==> src/rtl/ivl_uvm_ovl_clk_div_pkg.sv <==
// Shared types for the clock divider bank: channel state, config record and
// the config clamp applied when a write is captured.
package ivl_uvm_ovl_clk_div_pkg;

  localparam int CLK_DIV_CNT_W = 16;

  typedef enum logic [1:0] {IDLE, RUN, DRAIN} ch_state_e;

  typedef struct packed {
    logic [CLK_DIV_CNT_W-1:0] div;
    logic [CLK_DIV_CNT_W-1:0] high;
    logic [CLK_DIV_CNT_W-1:0] phase;
  } clk_div_cfg_t;

  localparam clk_div_cfg_t CFG_RESET = '{
    div:   CLK_DIV_CNT_W'(2),
    high:  CLK_DIV_CNT_W'(1),
    phase: CLK_DIV_CNT_W'(0)
  };

  // A zero period runs as period 1; an out-of-range phase starts at 0.
  function automatic clk_div_cfg_t normalize_cfg(input clk_div_cfg_t c);
    clk_div_cfg_t r;
    r = c;
    if (r.div == '0) r.div = CLK_DIV_CNT_W'(1);
    if (r.phase >= r.div) r.phase = '0;
    return r;
  endfunction

endpackage

==> src/rtl/ivl_uvm_ovl_clk_div_ch.sv <==
// One divider channel: run/drain FSM, period counter, pending/active config.
// Optional tick counter under IVL_UVM_OVL_CLK_DIV_BANK_EDGE_CNT_EN.
//
// state | meaning
// IDLE  | stopped, cnt=0, output low; pending config applies immediately
// RUN   | counting, output follows cnt<high; pending applies at period end
// DRAIN | enable dropped while high; finish the high phase, then IDLE
module ivl_uvm_ovl_clk_div_ch
  import ivl_uvm_ovl_clk_div_pkg::*;
(
  input  logic         clk,
  input  logic         rst,
  input  logic         wr,
  input  clk_div_cfg_t wr_cfg,
  input  logic         en,
  output logic         clk_out,
  output logic         tick,
  output logic         busy
`ifdef IVL_UVM_OVL_CLK_DIV_BANK_EDGE_CNT_EN
  ,
  output logic [31:0]  edge_cnt
`endif
);

  localparam logic [CLK_DIV_CNT_W-1:0] ONE = CLK_DIV_CNT_W'(1);

  ch_state_e                state, state_nx;
  logic [CLK_DIV_CNT_W-1:0] cnt, cnt_nx, cnt_inc;
  clk_div_cfg_t             act, act_nx, pend;
  logic                     pend_vld, apply, boundary, fall;
  logic                     busy_nx, clk_nx, tick_nx;

  always_comb begin
    state_nx = state;
    act_nx   = act;
    apply    = 1'b0;
    boundary = (cnt == act.div - ONE);
    cnt_inc  = boundary ? '0 : cnt + ONE;

    if (pend_vld && (state == IDLE || boundary)) begin
      act_nx = pend;
      apply  = 1'b1;
    end

    // Output falls where the count reaches high; a constant-high channel
    // only "falls" at the period wrap.
    if (act_nx.high >= act_nx.div) fall = (cnt_inc == '0);
    else                           fall = (cnt_inc == act_nx.high);

    cnt_nx = cnt_inc;
    case (state)
      IDLE: begin
        cnt_nx = '0;
        if (en) begin
          state_nx = RUN;
          cnt_nx   = act_nx.phase;
        end
      end
      RUN: begin
        if (!en) begin
          if (!clk_out || fall) begin
            state_nx = IDLE;
            cnt_nx   = '0;
          end else begin
            state_nx = DRAIN;
          end
        end
      end
      DRAIN: begin
        if (en) begin
          state_nx = RUN;
        end else if (fall) begin
          state_nx = IDLE;
          cnt_nx   = '0;
        end
      end
      default: begin
        state_nx = IDLE;
        cnt_nx   = '0;
      end
    endcase

    busy_nx = (state_nx != IDLE);
    clk_nx  = busy_nx && (cnt_nx < act_nx.high);
    // Period-1 output is a constant level: only its first cycle is an edge.
    tick_nx = busy_nx && (cnt_nx == '0) && (act_nx.high != '0) &&
              !((act_nx.div == ONE) && (state != IDLE));
  end

  always_ff @(posedge clk) begin
    if (rst) begin
      state    <= IDLE;
      cnt      <= '0;
      act      <= CFG_RESET;
      pend     <= CFG_RESET;
      pend_vld <= 1'b0;
      clk_out  <= 1'b0;
      tick     <= 1'b0;
      busy     <= 1'b0;
    end else begin
      state   <= state_nx;
      cnt     <= cnt_nx;
      act     <= act_nx;
      clk_out <= clk_nx;
      tick    <= tick_nx;
      busy    <= busy_nx;
      if (wr) begin
        pend     <= normalize_cfg(wr_cfg);
        pend_vld <= 1'b1;
      end else if (apply) begin
        pend_vld <= 1'b0;
      end
    end
  end

`ifdef IVL_UVM_OVL_CLK_DIV_BANK_EDGE_CNT_EN
  always_ff @(posedge clk) begin
    if (rst)
      edge_cnt <= '0;
    else if (state == IDLE && state_nx == RUN)
      edge_cnt <= {31'd0, tick_nx};
    else if (tick_nx && edge_cnt != 32'hFFFF_FFFF)
      edge_cnt <= edge_cnt + 32'd1;
  end
`endif

endmodule

==> src/rtl/ivl_uvm_ovl_clk_div_bank.sv <==
// Bank of NUM_CH independent programmable clock dividers sharing one config port.
// Define IVL_UVM_OVL_CLK_DIV_BANK_EDGE_CNT_EN to add per-channel tick counters.
module ivl_uvm_ovl_clk_div_bank
  import ivl_uvm_ovl_clk_div_pkg::*;
#(
  parameter int NUM_CH = 4,
  parameter int CNT_W  = CLK_DIV_CNT_W,
  localparam int CH_W  = (NUM_CH > 1) ? $clog2(NUM_CH) : 1
) (
  input  logic              clk,
  input  logic              rst,
  input  logic              cfg_we,
  input  logic [CH_W-1:0]   cfg_ch,
  input  logic [CNT_W-1:0]  cfg_div,
  input  logic [CNT_W-1:0]  cfg_high,
  input  logic [CNT_W-1:0]  cfg_phase,
  input  logic [NUM_CH-1:0] ch_en,
  output logic [NUM_CH-1:0] clk_out,
  output logic [NUM_CH-1:0] tick,
  output logic [NUM_CH-1:0] busy
`ifdef IVL_UVM_OVL_CLK_DIV_BANK_EDGE_CNT_EN
  ,
  output logic [NUM_CH*32-1:0] edge_cnt
`endif
);

  clk_div_cfg_t wr_cfg;
  assign wr_cfg = '{div: cfg_div, high: cfg_high, phase: cfg_phase};

  for (genvar i = 0; i < NUM_CH; i++) begin : g_ch
    logic wr;
    assign wr = cfg_we && (cfg_ch == CH_W'(i));

    ivl_uvm_ovl_clk_div_ch u_ch (
      .clk      (clk),
      .rst      (rst),
      .wr       (wr),
      .wr_cfg   (wr_cfg),
      .en       (ch_en[i]),
      .clk_out  (clk_out[i]),
      .tick     (tick[i]),
      .busy     (busy[i])
`ifdef IVL_UVM_OVL_CLK_DIV_BANK_EDGE_CNT_EN
      ,
      .edge_cnt (edge_cnt[i*32 +: 32])
`endif
    );
  end

endmodule

==> config.mk <==
export PLATFORM = sky130hd
export DESIGN_NAME = ivl_uvm_ovl_clk_div_bank
export DESIGN_NICKNAME = d
export VERILOG_FILES = /design/src/rtl/ivl_uvm_ovl_clk_div_pkg.sv /design/src/rtl/ivl_uvm_ovl_clk_div_ch.sv /design/src/rtl/ivl_uvm_ovl_clk_div_bank.sv
export SDC_FILE = /design/constraint.sdc
export NUM_CORES = 1
export LEC_CHECK = 0
export CAP_MARGIN = 20
export CORE_UTILIZATION = 45
export DETAILED_ROUTE_END_ITERATION = 12
export PLACE_DENSITY = 0.66
export SETUP_SLACK_MARGIN = 0.05
export SLEW_MARGIN = 20
export SYNTH_ARGS = -nofsm -noshare
export SYNTH_HDL_FRONTEND = slang
export SYNTH_SLANG_ARGS = --single-unit
==> constraint.sdc <==
create_clock -name clk -period 16.1 [get_ports clk]
set_clock_uncertainty 0.15 [all_clocks]
set_input_delay 1.61 -clock clk [delete_from_list [all_inputs] [get_ports clk]]
set_output_delay 1.61 -clock clk [all_outputs]
set_load 0.1 [all_outputs]
Word level (Yosys, flattened, before mapping). Index checks and enable logic that the tools add are counted.

Output and inout bits: 12. Latch bits: 0. Bits in registers: 472. Memory bits (writable): 0. Memories kept: 0. Input port bits: 57. Memory bits (read-only): 0.

Shift-type cells: 0. Div/mod/pow operators: 0. $mul: 0. Add/sub/neg operators: 8. Eq/ne operators: 23. Bitwise logic cells: 0. Multiplexer cells: 85. Reduce and logical (&&, ||, !) cells: 74. $lt $le $gt $ge: 12.

Operators by type and width (count): 2-to-1 mux 16 bit (37); 2-to-1 mux 48 bit (4); one-hot mux 16 bit (3 select lines) (4); logical NOT 16 bit (9); equality test 16 bit (8); greater-or-equal comparator 16 bit (8); adder 16 x 1 -> 16 bit (second input constant) (4); equality test 16 x 1 -> 1 bit (second input constant) (4); < comparator 16 bit (4); nonzero test 16 bit (4); subtractor 16 x 1 -> 16 bit (second input constant) (4); 2-to-1 mux 2 bit (20); logical AND 1 bit (28); one-hot mux 2 bit (3 select lines) (4); nonzero test 2 bit (12); 2-to-1 mux 1 bit (16); equality test 2 bit (second input constant) (6); equality test 2 x 1 -> 1 bit (second input constant) (5); logical NOT 2 bit (5); logical NOT 1 bit (8); logical OR 1 bit (8).

Depth between registers and ports, before layout. Gate-level depths: netlist of run 1.

Word-level depth: 15. Mapped depth: 41. Depth with buffers taken out: 34.

By module. From an unflattened synthesis of run 1, not the netlist that was laid out.

Cell total of the unflattened synthesis: 3515. Area, all modules: 30072.6 µm².

Modules (own cells, without submodules): ivl_uvm_ovl_clk_div_ch (g_ch[2].u_ch) (times used 1, cells each 869, sequential area each 2362.3 µm², area each 7541.0 µm²); ivl_uvm_ovl_clk_div_ch (g_ch[0].u_ch) (times used 1, cells each 889, sequential area each 2362.3 µm², area each 7536.0 µm²); ivl_uvm_ovl_clk_div_ch (g_ch[3].u_ch) (times used 1, cells each 870, sequential area each 2362.3 µm², area each 7487.2 µm²); ivl_uvm_ovl_clk_div_ch (g_ch[1].u_ch) (times used 1, cells each 883, sequential area each 2362.3 µm², area each 7470.9 µm²); ivl_uvm_ovl_clk_div_bank (times used 1, cells each 4, sequential area each 0.0 µm², area each 37.5 µm²).

Worst setup path before layout of run 1. OpenSTA, ideal clock, no wires.

Path kind: register to register. Start point: reg g_ch[1].u_ch.act[39] in the netlist's numbering. End point: reg g_ch[1].u_ch.clk_out. Arrival: 7.963 ns. Path slack: 7.917 ns. Cell stages (with the launch flop): 36. Setup time: 0.070 ns. Cells stage by stage: dfxtp_1 clkbuf_1 or4_1 o211a_1 o21ai_0 a2111oi_1 and3_1 buf_2 o21ai_1 buf_2 buf_2 buf_1 mux2i_1 inv_1 ha_1 or4_1 a211oi_1 o211ai_1 a2111o_1 a2111o_1 nor4_1 nand2_1 o211ai_2 buf_2 o22ai_1 ha_1 a21o_1 a21oi_1 nor2b_1 o21ai_0 nand2b_1 a21oi_1 nor2b_1 o21ai_0 or4b_1 a21oi_1.

RTL lines: start, declared (RTL line ivl_uvm_ovl_clk_div_ch.sv:29) `clk_div_cfg_t act, act_nx, pend;`; start signal, assigned (RTL line ivl_uvm_ovl_clk_div_ch.sv:103) `act <= act_nx;`; end signal, assigned (RTL line ivl_uvm_ovl_clk_div_ch.sv:104) `clk_out <= clk_nx;`; end, declared (RTL line ivl_uvm_ovl_clk_div_ch.sv:16) `output logic clk_out,`.

==> results of run 1 <==
## layout make-up
type                    count  area, sq um  share of cell area [%]
diodes                      1        2.502                0.008098
clock buffers              72         1550                   5.017
clock inverters            25        396.6                   1.284
inverters                 131        491.7                   1.591
multi-input cells        2538        17030                   55.12
flip-flops and latches    472         9449                   30.58
well taps                 782        978.4                   3.166
repair buffers            108        998.5                   3.231
## worst min path at each step
stage,endpoint,depth (start not counted),slack (ps)
2_1_floorplan,g_ch[0].u_ch.pend[34],2,290
3_3_place_gp,g_ch[2].u_ch.pend[40],2,290
3_5_place_dp,g_ch[3].u_ch.pend[40],2,300
4_1_cts,g_ch[3].u_ch.pend[40],2,300
5_1_grt,g_ch[2].u_ch.pend[46],2,330
6_report,g_ch[2].u_ch.pend[40],2,300
## cells in the mapped netlist, types with 23 or more instances
master	number
nand3_1	65
nor4_1	61
nand4_1	66
nor2b_1	23
ha_1	148
a32o_1	67
o21ai_0	94
mux2i_1	203
a21o_1	46
or4_1	26
nand2b_1	25
clkbuf_1	155
a31oi_1	28
mux2_2	25
xor2_1	66
dfxtp_1	472
a221oi_1	24
xnor2_1	85
a21oi_1	222
and2_1	90
inv_1	130
nor2_1	338
nor3_1	90
o22ai_1	62
or3_1	24
nand2_1	348
## registers in the layout, summed over array words and instances, names as in the netlist
name                cells
g_ch.u_ch.busy          4
g_ch.u_ch.pend        192
g_ch.u_ch.pend_vld      4
g_ch.u_ch.cnt          64
g_ch.u_ch.state         8
g_ch.u_ch.tick          4
g_ch.u_ch.clk_out       4
g_ch.u_ch.act         192
## power groups by stage
| stage | logic (mW) | registers [mW] | clock network (mW) |
|---|---|---|---|
| after floorplan | 0.186 | 1.23 | 0 |
| after global placement | 0.269 | 1.24 | 0 |
| after detailed placement | 0.271 | 1.24 | 0 |
| after CTS | 0.273 | 1.22 | 1.37 |
| after global routing | 0.296 | 1.22 | 1.42 |
| final | 0.278 | 1.22 | 1.36 |
## worst min-delay path: stages (launching register included)
cell	delay, ps
dfxtp_1	310
nand2_1	50
a21oi_1	50
## kinds of logic (layout without fill, tap and decap cells)
logic type	Yosys count	count (layout)	synth area share, %
buf+inv	342	336	4.990
flops	472	472	34.01
compound gates	744	744	18.65
xor+xnor	151	151	4.760
other cells	0	1	0
simple gates	1263	1263	22.38
mux	232	232	8.548
fa+ha+maj	148	148	6.665
## stage by stage
stage | instances | hold slack [ps] | util (%) | instance area, sq um
6_report | 4129 | 304.0 | 50.91 | 30900
5_1_grt | 4129 | 327.6 | 50.91 | 30900
4_1_cts | 4128 | 304.5 | 50.90 | 30890
3_5_place_dp | 4031 | 296.2 | 47.69 | 28950
3_3_place_gp | 4030 | 291.9 | 47.66 | 28930
2_1_floorplan | 3352 | 285.7 | - | 27780
## layer usage
metal,routed length (microns),GRT usage (%)
met1,42070,41.22
met4,3900,12.39
met2,41260,45.49
met3,7948,5.030
met5,13,0
==> impl_metrics.tcl, run 1 <==
set metrics [dict create \
    viasPerCell 6.237 \
    rsz0062_at_grt "no" \
    drive_gt1_share_pct 6.904 \
    switching_share_pct 25.82 \
    rr_startpoint "g_ch[1].u_ch.act[32]" \
    fin_crit_sh_pct 56.65 \
    postRouteAntennaNets 0 \
    core_area_sq_um 60700 \
    gp_congestion 0.9815 \
    preCtsSetupSlack_ps 7118 \
    clkPwrFrac_pct 47.6 \
    initialDrtViolationCount 2471 \
    mostFrequentLayoutCells "dfxtp_1, nand2_1, nor2_1" \
    arrival_ps 9510 \
    syn_nets 3557 \
    die_w_microns 250.5 \
    worstSetupEndpoint "g_ch[1].u_ch.clk_out" \
    hold_buffers 0 \
    synth_top_area_share_pct 34.01 \
    synth_cell_types 95 \
    hold_class "flip-flop to flip-flop" \
    syn_to_final_growth_pct 11.22 \
    hold_viol_final 0 \
    wl_per_cell_microns 23.06 \
    ios 69 \
    tightest_slew_ps 1099 \
    cp.depth 30 \
    power.internal_mw 2.117 \
    clk_path_buf_depth 3 \
    maxSlewHeadroom_pct 26.17 \
    cts_resized 0 \
    startpoint "g_ch[1].u_ch.act[32]" \
    layout_commonest_cell "dfxtp_1" \
    grt_pass1_vias 23787 \
    slowest_stage "nor4_1" \
    initial_core_util_pct 45.77 \
    ir_drop_mv 0.08425 \
    path_buf_inv 2 \
    async_flop_share_pct 0 \
    grt_usage_pct 29.74 \
    seqPwrFrac_pct 42.6 \
    maxCapViolCount 0 \
    critical-path-top-delay-family "compound AO/OA/AOI/OAI gates" \
    die_y_microns 250.5 \
    wirelength_mm 95.20 \
    p_leak_nw 13.77 \
    max_freq_ghz 0.1097 \
    start_kind "flip-flop" \
    vias 25753 \
    fin_tns_setup_ps 0 \
    dp_hpwl_mm 69.27 \
    dieArea_sq_um 62740 \
    crit_type "flip-flop to flip-flop" \
    worst_slack_ps 6980 \
    cts_inserted_buffers 53 \
    io_buffers 68 \
    clk_latency_ps 630 \
    ys_seq_elements 472 \
    grt_pass1_wl_mm 145.1 \
    synth.largest_area_cell "dfxtp_1" \
    yosysSeqAreaShare_pct 34.01 \
    ys_warn_count 0 \
    synth_ff_type "dfxtp_1" \
    min_period_ps 9120 \
    post_cts_buffers 0 \
    root_buffer "clkbuf_16" \
    combPwrFrac_pct 9.7 \
    status "completed" \
    grt_max_degree 77 \
    synthTopCellsByArea "dfxtp_1, mux2i_1, ha_1" \
    cts_tree "yes" \
    p_total_mw 2.854 \
    cp_max_fo 40 \
    nNetsFinal 3509 \
    finalSetupViolations 0 \
    grt_overflow 0 \
    syn_inst 3352 \
    synth_edf_count 0 \
    reg2regPathDepth 30 \
    fill_cells 5768 \
    power_density_nw_per_um2 92.35 \
    finalMaxSlewViolations 0 \
    max_stage_delay_ps 800 \
    htreeDepth 2 \
    cts.sink_count 472 \
    antenna_found_initial 2 \
    synthesis.area_sq_um 27780 \
    rrSetupSlack_ps 6980 \
    avgSynthCellArea_sq_um 8.288 \
    crit_required_ps 16490 \
    p_sw_mw 0.7369 \
    cp-end-kind "flip-flop" \
    rows 90 \
    min_from "g_ch[2].u_ch.pend[40]" \
    r2r_end "g_ch[1].u_ch.clk_out" \
    drc 0 \
    path_clk_slew_ps 60 \
    drt-pass1-iter-count 6 \
]
Note: power is estimated with default switching activity, not from simulation.
==> run 2: changes to the inputs <==
clock period = 8.85 ns   (was 16.1 ns; I/O delays follow)
==> impl_metrics.tcl, run 2 (synthesis gave the netlist of run 1 again) <==
set metrics [dict create \
    antenna_found_initial 1 \
    wirelength_mm 96.74 \
    max_stage_delay_ps 810 \
    cp-end-kind "flip-flop" \
    clk_latency_ps 610 \
    max_freq_ghz 0.1200 \
    vias 25845 \
    htreeDepth 2 \
    power.internal_mw 3.699 \
    clk_path_buf_depth 3 \
    place_area_sq_um 29240 \
    nNetsFinal 3548 \
    cts.sink_count 472 \
    worst_hold_slack_ps 307.6 \
    viasPerCell 6.202 \
    top_regs "g_ch.u_ch.act x192, g_ch.u_ch.pend x192, g_ch.u_ch.cnt x64" \
    rsz0062_at_grt "no" \
    ios 69 \
    switching_share_pct 26.61 \
    slowest_stage "o41a_2" \
    root_buffer "clkbuf_16" \
    hold_buffers 0 \
    grt_max_degree 79 \
    rrSetupSlack_ps 510 \
    grt_overflow 0 \
    post_cts_buffers 0 \
    initialDrtViolationCount 2793 \
    path_buf_inv 1 \
    drc 0 \
    arrival_ps 8740 \
    finalSetupViolations 0 \
    combPwrFrac_pct 10.2 \
    placed_cells 4071 \
    status "completed" \
    start_kind "flip-flop" \
    fin_area_sq_um 31050 \
    fin_tns_setup_ps 0 \
    syn_to_final_growth_pct 11.77 \
    grt_pass1_vias 23980 \
    die_w_microns 250.5 \
    io_buffers 68 \
    power_density_nw_per_um2 162.3 \
    preCtsSetupSlack_ps 521.6 \
    grt_usage_pct 30.16 \
    drive_gt1_share_pct 7.949 \
    hold_viol_final 0 \
    cts_resized 0 \
    tightest_slew_ps 1125 \
    ir_drop_mv 0.1391 \
    dieArea_sq_um 62740 \
    postRouteAntennaNets 0 \
    gp_congestion 0.9973 \
    dp_hpwl_mm 70.69 \
    initial_core_util_pct 45.77 \
    p_total_mw 5.040 \
    critical-path-top-delay-family "compound AO/OA/AOI/OAI gates" \
    fin_cells 4167 \
    hold_class "flip-flop to flip-flop" \
    core_area_sq_um 60700 \
    die_y_microns 250.5 \
    p_sw_mw 1.341 \
    wl_per_cell_microns 23.22 \
    maxSlewHeadroom_pct 24.70 \
    p_leak_nw 13.88 \
    worst_slack_ps 514.2 \
    final_core_util_pct 51.16 \
    mostFrequentLayoutCells "dfxtp_1, nand2_1, nor2_1" \
    grt_pass1_wl_mm 146.7 \
    drt-pass1-iter-count 6 \
    crit_type "flip-flop to flip-flop" \
    finalMaxSlewViolations 0 \
    seqPwrFrac_pct 43.9 \
    clkPwrFrac_pct 46.0 \
    fill_cells 5774 \
    min_period_ps 8336 \
    fin_crit_sh_pct 94.19 \
    layout_commonest_cell "dfxtp_1" \
    cts_inserted_buffers 52 \
    crit_required_ps 9260 \
    rows 90 \
    cp_max_fo 25 \
    maxCapViolCount 0 \
    path_clk_slew_ps 60 \
    cts_tree "yes" \
]
-- run 2: changes by cell type in the layout (fill, tap and decap cells not counted), moves of 3 or more --
cell / before / now
bufinv_16: 10 / 7
clkinv_2: 8 / 14
buf_4: 39 / 78
clkbuf_8: 11 / 7
-- run 2: cell type report --
cell class,count,area (sq um),share of cell area (%)
antenna,1,2.502,0.008058
clock buffer,65,1441,4.642
clock inverter,30,352.8,1.136
inverter,131,491.7,1.583
multi-input combinational,2538,17040,54.86
sequential,472,9449,30.43
tap,782,978.4,3.151
timing repair buffer,148,1303,4.194
-- run 2: power by group through the flow --
stage          sequential (mW)  combinational, mW  clock [mW]
3_5_place_dp              2.26              0.500           0
5_1_grt                   2.22              0.542        2.42
2_1_floorplan             2.23              0.338           0
3_3_place_gp              2.26              0.495           0
4_1_cts                   2.21              0.502        2.35
6_report                  2.21              0.512        2.32
-- run 2: layer usage --
| layer | track usage (%) | vias to the layer above | routed length (microns) |
|---|---|---|---|
| li1 | - | 12167 | - |
| met4 | 13.50 | 0 | 4602 |
| met1 | 42.40 | 12395 | 43640 |
| met5 | 0 | - | 0 |
| met2 | 45.83 | 1067 | 40970 |
| met3 | 3.980 | 216 | 7531 |
-- run 2: worst min-delay path: stages, from the launching register on --
cell	delay, ps
dfxtp_1	310
nand2_1	50
a21oi_1	50
-- run 2: path summary, 6_finish.rpt --
path / endpoint / from / depth (start not counted)
setup reg to reg: g_ch[2].u_ch.clk_out / g_ch[2].u_ch.act[35] / 26
hold reg to reg: g_ch[3].u_ch.pend[46] / g_ch[3].u_ch.pend[46] / 2
setup / recovery: g_ch[2].u_ch.clk_out / g_ch[2].u_ch.act[35] / 26
hold / removal: g_ch[3].u_ch.pend[46] / g_ch[3].u_ch.pend[46] / 2
